[src/rtl/imem_load_port_pkg.sv]
// Shared types and constants for the instruction RAM and its byte-stream load port.
package imem_load_port_pkg;

  typedef enum logic {
    ST_IDLE = 1'b0,
    ST_LOAD = 1'b1
  } state_e;

  localparam logic [31:0] NOP_WORD_DEFAULT = 32'hE1A00000;

  localparam int unsigned LANE_BITS = 8;
  localparam int unsigned LANES     = 4;
  localparam logic [1:0]  LAST_LANE = 2'd3;

  // Bytes arrive lowest lane first, so the final byte lands in the top lane.
  function automatic logic [31:0] pack_word(input logic [23:0] low_lanes,
                                            input logic [7:0]  top_lane);
    return {top_lane, low_lanes};
  endfunction

endpackage

[src/rtl/imem_load_port_if.sv]
// Valid/ready program-byte stream feeding the instruction RAM loader.
interface imem_load_port_if;

  logic       ld_valid;
  logic [7:0] ld_data;
  logic       ld_last;
  logic       ld_ready;

  modport master (
    output ld_valid,
    output ld_data,
    output ld_last,
    input  ld_ready
  );

  modport slave (
    input  ld_valid,
    input  ld_data,
    input  ld_last,
    output ld_ready
  );

endinterface

[src/rtl/imem_load_port_word_ram.sv]
// DEPTH x 32 instruction store: synchronous write, asynchronous read.
module imem_word_ram #(
  parameter int DEPTH = 64
) (
  input  logic                     clk,
  input  logic                     i_we,
  input  logic [$clog2(DEPTH)-1:0] i_waddr,
  input  logic [31:0]              i_wdata,
  input  logic [$clog2(DEPTH)-1:0] i_raddr,
  output logic [31:0]              o_rdata
);

  logic [31:0] r_mem [DEPTH];

  // Contents are intentionally not reset; the word count gates every read.
  always_ff @(posedge clk) begin
    if (i_we) begin
      r_mem[i_waddr] <= i_wdata;
    end
  end

  assign o_rdata = r_mem[i_raddr];

endmodule

[src/rtl/imem_load_port.sv]
// Instruction RAM with a byte-stream program-load port; freezes the CPU while a
// program is streamed in and serves combinational fetch reads otherwise.
module imem_load_port
  import imem_load_port_pkg::*;
#(
  parameter int          DEPTH    = 64,
  parameter logic [31:0] NOP_WORD = NOP_WORD_DEFAULT
) (
  input  logic                   clk,
  input  logic                   rst,
  input  logic                   i_load_start,
  imem_load_port_if.slave        ld_if,
  input  logic [31:0]            i_pc,
  output logic [31:0]            o_instruction,
  output logic                   o_cpu_freeze,
  output logic                   o_load_done,
  output logic                   o_load_error,
  output logic [$clog2(DEPTH):0] o_word_count
);

  localparam int AW = $clog2(DEPTH);
  localparam int CW = AW + 1;
  localparam logic [AW-1:0] LAST_PTR = AW'(DEPTH - 1);

  state_e        r_state;
  logic [1:0]    r_byte_idx;
  logic [AW-1:0] r_wr_ptr;
  logic [CW-1:0] r_word_count;
  logic [23:0]   r_shift;
  logic          r_ld_ready;
  logic          r_cpu_freeze;
  logic          r_load_done;
  logic          r_load_error;

  logic          w_take;
  logic          w_word_end;
  logic          w_finish_ok;
  logic          w_finish_bad;
  logic          w_overflow;
  logic [31:0]   w_wdata;
  logic [AW-1:0] w_widx;
  logic [29:0]   w_pc_word;
  logic          w_hit;
  logic [31:0]   w_rdata;

  assign w_take       = (r_state == ST_LOAD) && r_ld_ready && ld_if.ld_valid;
  assign w_word_end   = w_take && (r_byte_idx == LAST_LANE);
  assign w_finish_ok  = w_word_end && ld_if.ld_last;
  assign w_finish_bad = w_take && ld_if.ld_last && (r_byte_idx != LAST_LANE);
  assign w_overflow   = w_word_end && !ld_if.ld_last && (r_wr_ptr == LAST_PTR);
  assign w_wdata      = pack_word(r_shift, ld_if.ld_data);

  imem_word_ram #(
    .DEPTH (DEPTH)
  ) u_ram (
    .clk     (clk),
    .i_we    (w_word_end),
    .i_waddr (r_wr_ptr),
    .i_wdata (w_wdata),
    .i_raddr (w_widx),
    .o_rdata (w_rdata)
  );

  // Load FSM, byte packer, write pointer and all registered status outputs.
  always_ff @(posedge clk or posedge rst) begin
    if (rst) begin
      r_state      <= ST_IDLE;
      r_byte_idx   <= 2'd0;
      r_wr_ptr     <= '0;
      r_word_count <= '0;
      r_shift      <= 24'd0;
      r_ld_ready   <= 1'b0;
      r_cpu_freeze <= 1'b0;
      r_load_done  <= 1'b0;
      r_load_error <= 1'b0;
    end else begin
      r_load_done <= 1'b0;
      case (r_state)
        ST_IDLE: begin
          if (i_load_start) begin
            r_state      <= ST_LOAD;
            r_ld_ready   <= 1'b1;
            r_cpu_freeze <= 1'b1;
            r_wr_ptr     <= '0;
            r_byte_idx   <= 2'd0;
            r_word_count <= '0;
            r_load_error <= 1'b0;
          end
        end
        ST_LOAD: begin
          if (w_take) begin
            // Shifting in from the top leaves byte k at bits [8k+7:8k] after three bytes.
            r_shift    <= {ld_if.ld_data, r_shift[23:8]};
            r_byte_idx <= r_byte_idx + 2'd1;
            if (w_word_end) begin
              r_wr_ptr     <= r_wr_ptr + AW'(1);
              r_word_count <= {1'b0, r_wr_ptr} + CW'(1);
            end
            if (w_finish_ok) begin
              r_state      <= ST_IDLE;
              r_ld_ready   <= 1'b0;
              r_cpu_freeze <= 1'b0;
              r_load_done  <= 1'b1;
            end else if (w_finish_bad || w_overflow) begin
              r_state      <= ST_IDLE;
              r_ld_ready   <= 1'b0;
              r_cpu_freeze <= 1'b0;
              r_load_error <= 1'b1;
            end
          end
        end
        default: begin
          r_state      <= ST_IDLE;
          r_ld_ready   <= 1'b0;
          r_cpu_freeze <= 1'b0;
        end
      endcase
    end
  end

  assign w_widx    = i_pc[AW+1:2];
  assign w_pc_word = i_pc[31:2];
  assign w_hit     = (r_state == ST_IDLE) && (w_pc_word < {{(30-CW){1'b0}}, r_word_count});

  // Fetch lookup: only loaded words are visible, and nothing while loading.
  always_comb begin
    if (w_hit) begin
      o_instruction = w_rdata;
    end else begin
      o_instruction = NOP_WORD;
    end
  end

  assign ld_if.ld_ready = r_ld_ready;
  assign o_cpu_freeze   = r_cpu_freeze;
  assign o_load_done    = r_load_done;
  assign o_load_error   = r_load_error;
  assign o_word_count   = r_word_count;

endmodule

[src/flat_wrapper.sv]
// flat-port wrapper written by rule: the top's interface ports become plain ports
module imem_load_port_flat import imem_load_port_pkg::*;
#(
  parameter int          DEPTH    = 64,
  parameter logic [31:0] NOP_WORD = NOP_WORD_DEFAULT
)
  (clk, rst, i_load_start, i_pc, o_instruction, o_cpu_freeze, o_load_done, o_load_error, o_word_count, ld_if_ld_valid, ld_if_ld_data, ld_if_ld_last, ld_if_ld_ready);
  imem_load_port_if ld_if_i ();
  input  logic clk;
  input  logic rst;
  input  logic i_load_start;
  input  logic [31:0] i_pc;
  output logic [31:0] o_instruction;
  output logic o_cpu_freeze;
  output logic o_load_done;
  output logic o_load_error;
  output logic [$clog2(DEPTH):0] o_word_count;
  input wire logic [$bits(ld_if_i.ld_valid)-1:0] ld_if_ld_valid;
  input wire logic [$bits(ld_if_i.ld_data)-1:0] ld_if_ld_data;
  input wire logic [$bits(ld_if_i.ld_last)-1:0] ld_if_ld_last;
  output wire logic [$bits(ld_if_i.ld_ready)-1:0] ld_if_ld_ready;
  assign ld_if_i.ld_valid = ld_if_ld_valid;
  assign ld_if_i.ld_data = ld_if_ld_data;
  assign ld_if_i.ld_last = ld_if_ld_last;
  assign ld_if_ld_ready = ld_if_i.ld_ready;
  imem_load_port #(.DEPTH(DEPTH), .NOP_WORD(NOP_WORD)) u_core (.clk(clk), .rst(rst), .i_load_start(i_load_start), .ld_if(ld_if_i), .i_pc(i_pc), .o_instruction(o_instruction), .o_cpu_freeze(o_cpu_freeze), .o_load_done(o_load_done), .o_load_error(o_load_error), .o_word_count(o_word_count));
endmodule
[config.mk]
export PLATFORM = sky130hd
export DESIGN_NAME = imem_load_port_flat
export DESIGN_NICKNAME = d
export VERILOG_FILES = /design/src/rtl/imem_load_port_pkg.sv /design/src/rtl/imem_load_port_if.sv /design/src/rtl/imem_load_port_word_ram.sv /design/src/rtl/imem_load_port.sv /design/src/flat_wrapper.sv
export SDC_FILE = /design/constraint.sdc
export NUM_CORES = 2
export LEC_CHECK = 0
export ABC_AREA = 1
export CORE_UTILIZATION = 39
export CTS_BUF_LIST = sky130_fd_sc_hd__clkbuf_8
export CTS_CLUSTER_DIAMETER = 80
export DETAILED_ROUTE_END_ITERATION = 8
export PLACE_DENSITY = 0.6
export SETUP_SLACK_MARGIN = 0.2
export SLEW_MARGIN = 20
export SYNTH_ARGS = -nofsm -noshare
export SYNTH_HDL_FRONTEND = slang
export SYNTH_SLANG_ARGS = --single-unit
[constraint.sdc]
create_clock -name clk -period 3.5 [get_ports clk]
set_input_delay 1.05 -clock clk [delete_from_list [all_inputs] [get_ports clk]]
set_output_delay 1.05 -clock clk [all_outputs]
set_load 0.05 [all_outputs]
==> summary.txt <==
Status
  – Status: complete, but fails checks
  – Failing checks: setup timing

Setup path
  – CP most frequent cell: nand3_1
  – Worst Path Max Fanout: 19
  – Reg2reg path depth: 9
  – Req. time, crit path: 2.45 ns
  – Crit path DAT: 3.01 ns
  – CP startpoint kind: input pin
  – CP cell instances: buf_16 > buf_16 > buf_12 > clkbuf_16 > nand2_1 > nand3_1 > nand3_1 > nand3_1 > nand3_1 > nand3_1 > buf_4 > nand2_4 > nor2_4 > buf_12
  – Max incr delay on CP: roughly 0.23 ns
  – FF-to-FF setup slack: a little over 1 ns
  – Crit Path Category: input pin to output port
  – Slowest cell on crit path: nand3_1
  – Crit end category: output port

Synthesis
  – Share of the synthesized area in the top cell type: 72.1%
  – Netlist cell types: 28
  – #FFs+latches synth: 2085
  – Top post-synthesis cells by count: nand2_1 (2381), edfxtp_1 (2048), nand3_1 (1820)
  – Yosys top cell by area: edfxtp_1
  – Synthesized area: 85300 sq um
  – Synth Net Count: 7396
  – Syn Area/Cell: approximately 12 sq um
  – Post-synth ARST share: about 1.8%
  – Post-Syn Instances: 7343
  – Synth top area cells: edfxtp_1 (72%), nand3_1 (11%), nand2_1 (10%)
  – Count leader, synth: nand2_1
  – Synth warnings: 0
  – Main synth FF type: edfxtp_1
  – Post-synth EDFFs: 2048
  – Sequential fraction of the synthesis area: 73.2%

Pwr
  – Overall Power: 56100 uW
  – Peak supply drop: 0.000605 V
  – Pwr per Cell Area: 545 nW/um^2
  – Leak: 0.0389 uW

Clocking
  – CTS clock-pin slew for the worst setup and hold paths: 0.06 ns
  – Clk buf depth: 4
  – Worst skew pair latency: about 1.1 ns
  – Hold buffer count at cts: 0
  – Clock sinks: around 2100
  – H-Tree Depth: 5
  – Clock root buffer: clkbuf_8
  – TritonCTS clock tree: yes
  – Num CTS Buffers: 343

GRT
  – First-pass GRT wire length: 374000 microns
  – Vias in the first global route: between 50000 and 60000
  – Largest net degree at the start of global routing: between 60 and 70
  – GRT Util Overall: 22.8%
  – Global route overflow: 0
  – Initial antenna violation count: 8

Placed design
  – Dpl ws: -1.08 ns
  – GPL Wtd Cong: roughly 0.85
  – Placed cells: 10426
  – Port bufs: 85
  – Hpwl dp: 150000 microns

Route
  – Post-Route WL: around 260000 microns
  – Vias per std cell: 5.33
  – First DRT Iteration DRCs: 6493
  – Post-DRT Antenna Nets: 0
  – Post-DR wirelength/cell: 23.5 microns
  – DRC: 0
  – DR pass1 iterations: 6
  – Via Count: roughly 60000

Floorplanning
  – Initial Util: about two fifths
  – # IOs: 88
  – Die Wd: between 400 and 500 microns
  – DIE AREA: 221000 sq um
  – Num rows: between 150 and 200
  – Core area: 217000 sq um
  – Die height: 470 microns

Finish
  – Layout area overhead: 20.8%
  – Fillers: 18903
  – Layout cell share with drive strength beyond 1: roughly 16%
  – Nets: 8007
  – Final std cells w/o fill: approximately 11000

Timing
  – Setup ws final: -0.564 ns
  – Final hold vios: 0
  – Min Tclk post-route: 4.06 ns
  – Period utilization: 116%
  – RSZ-0062 raised after global routing: true
  – Clock skew: 0.0819 ns
  – Tightest Pin Transition: around 1.2 ns
  – Fmax: 246 MHz
  – Final slew viol count: 0
  – # setup viols final: 32
  – Hold Slack: 0.513 ns
  – Slew HR: 22.1%

Worst hold path
  – Worst hold path depth: 2
  – Worst hold path class: flip-flop to flip-flop

Job
  – Max-cap violation count: 0
logic make-up after synthesis:
| family | synth area share [%] |
|---|---|
| and+or+nand+nor | 22.3 |
| adders and majority gates | 0.117 |
| buffers and inverters | 4.09 |
| AOI/OAI and AO/OA | 0.283 |
| DFF | 73.2 |
per-stage QoR:
stage	util, %	instance area [sq um]	TNS (ns)
floorplan	-	86100	-292.49
global placement	44.1	95700	-24.19
detailed placement	44.1	95700	-23.38
CTS	47.1	102000	-19.10
global route	47.4	103000	-19.57
finish	47.4	103000	-16.63
cell type report:
type | count | area (sq um) | area share, %
inverter | 327 | 1300 | 1.26
clock inverter | 219 | 982 | 0.954
sequential | 2085 | 62500 | 60.7
timing repair buffer | 718 | 9050 | 8.79
timing repair inverter | 2 | 46.3 | 0.0450
clock buffer | 359 | 4940 | 4.80
multi-input combinational | 4477 | 20600 | 20.0
tap | 2854 | 3570 | 3.47
antenna | 2 | 5.00 | 0.00486
repair_timing:
action	4_1_cts	5_1_grt
resized for setup	102	58
setup buffers	8	10
pin swaps	20	16
cloned	9	9
endpoints found under the setup margin	42	32
critical path, delay by kind of cell:
family | cells | cell delay (ns)
and+or+nand+nor | 8 | 0.88
buffers and inverters | 6 | 1.02
flip-flops by register name, summed over array words and instances (netlist names):
register	count
u_core.r_shift	24
u_core.o_load_done	1
u_core.o_load_error	1
u_core.o_word_count	2
u_core.r_byte_idx	2
u_core.r_state	1
u_core.u_ram.r_mem	2048
u_core.r_wr_ptr	5
u_core.ld_if.ld_ready	1
where the power goes:
part / switching, uW / leakage [uW] / total (uW) / internal [uW]
sequential: 2110 / 0.0190 / 32200 / 30100
combinational: 3330 / 0.0164 / 4860 / 1520
clock: 9430 / 0.00346 / 19100 / 9690
total: 14900 / 0.0389 / 56100 / 41300
per-layer routing:
metal	GRT usage, %	routed length, microns
met1	29.9	104000
met4	8.51	8800
met3	3.75	20300
met5	0	0
met2	38.0	126000
worst paths after layout:
path	endpoint	startpoint
min in group asynchronous	u_core.r_shift[4]$_DFFE_PP0P_	rst
max	o_instruction[6]	i_pc[2]
min reg2reg	u_core.r_byte_idx[1]$_DFFE_PP0P_	u_core.r_byte_idx[1]$_DFFE_PP0P_
max in group asynchronous	u_core.r_shift[3]$_DFFE_PP0P_	rst
max reg2reg	u_core.u_ram.r_mem[32][10]$_DFFE_PP_	u_core.r_byte_idx[0]$_DFFE_PP0P_
min	u_core.r_byte_idx[1]$_DFFE_PP0P_	u_core.r_byte_idx[1]$_DFFE_PP0P_
cell usage in the layout (no fill, tap or decap), drive strengths merged, types with 6 or more instances in the layout:
cell type and count:
ha 8, clkbuf 368, nand3 1820, clkdlybuf4s50 29
clkinv 103, inv 437, o21ai 31, buf 664
bufbuf 6, a21oi 10, nand2 2381, or2 43
dlygate4sd2 10, dfrtp 37, nor2 169, edfxtp 2048
Note: power is estimated with default switching activity, not from simulation.
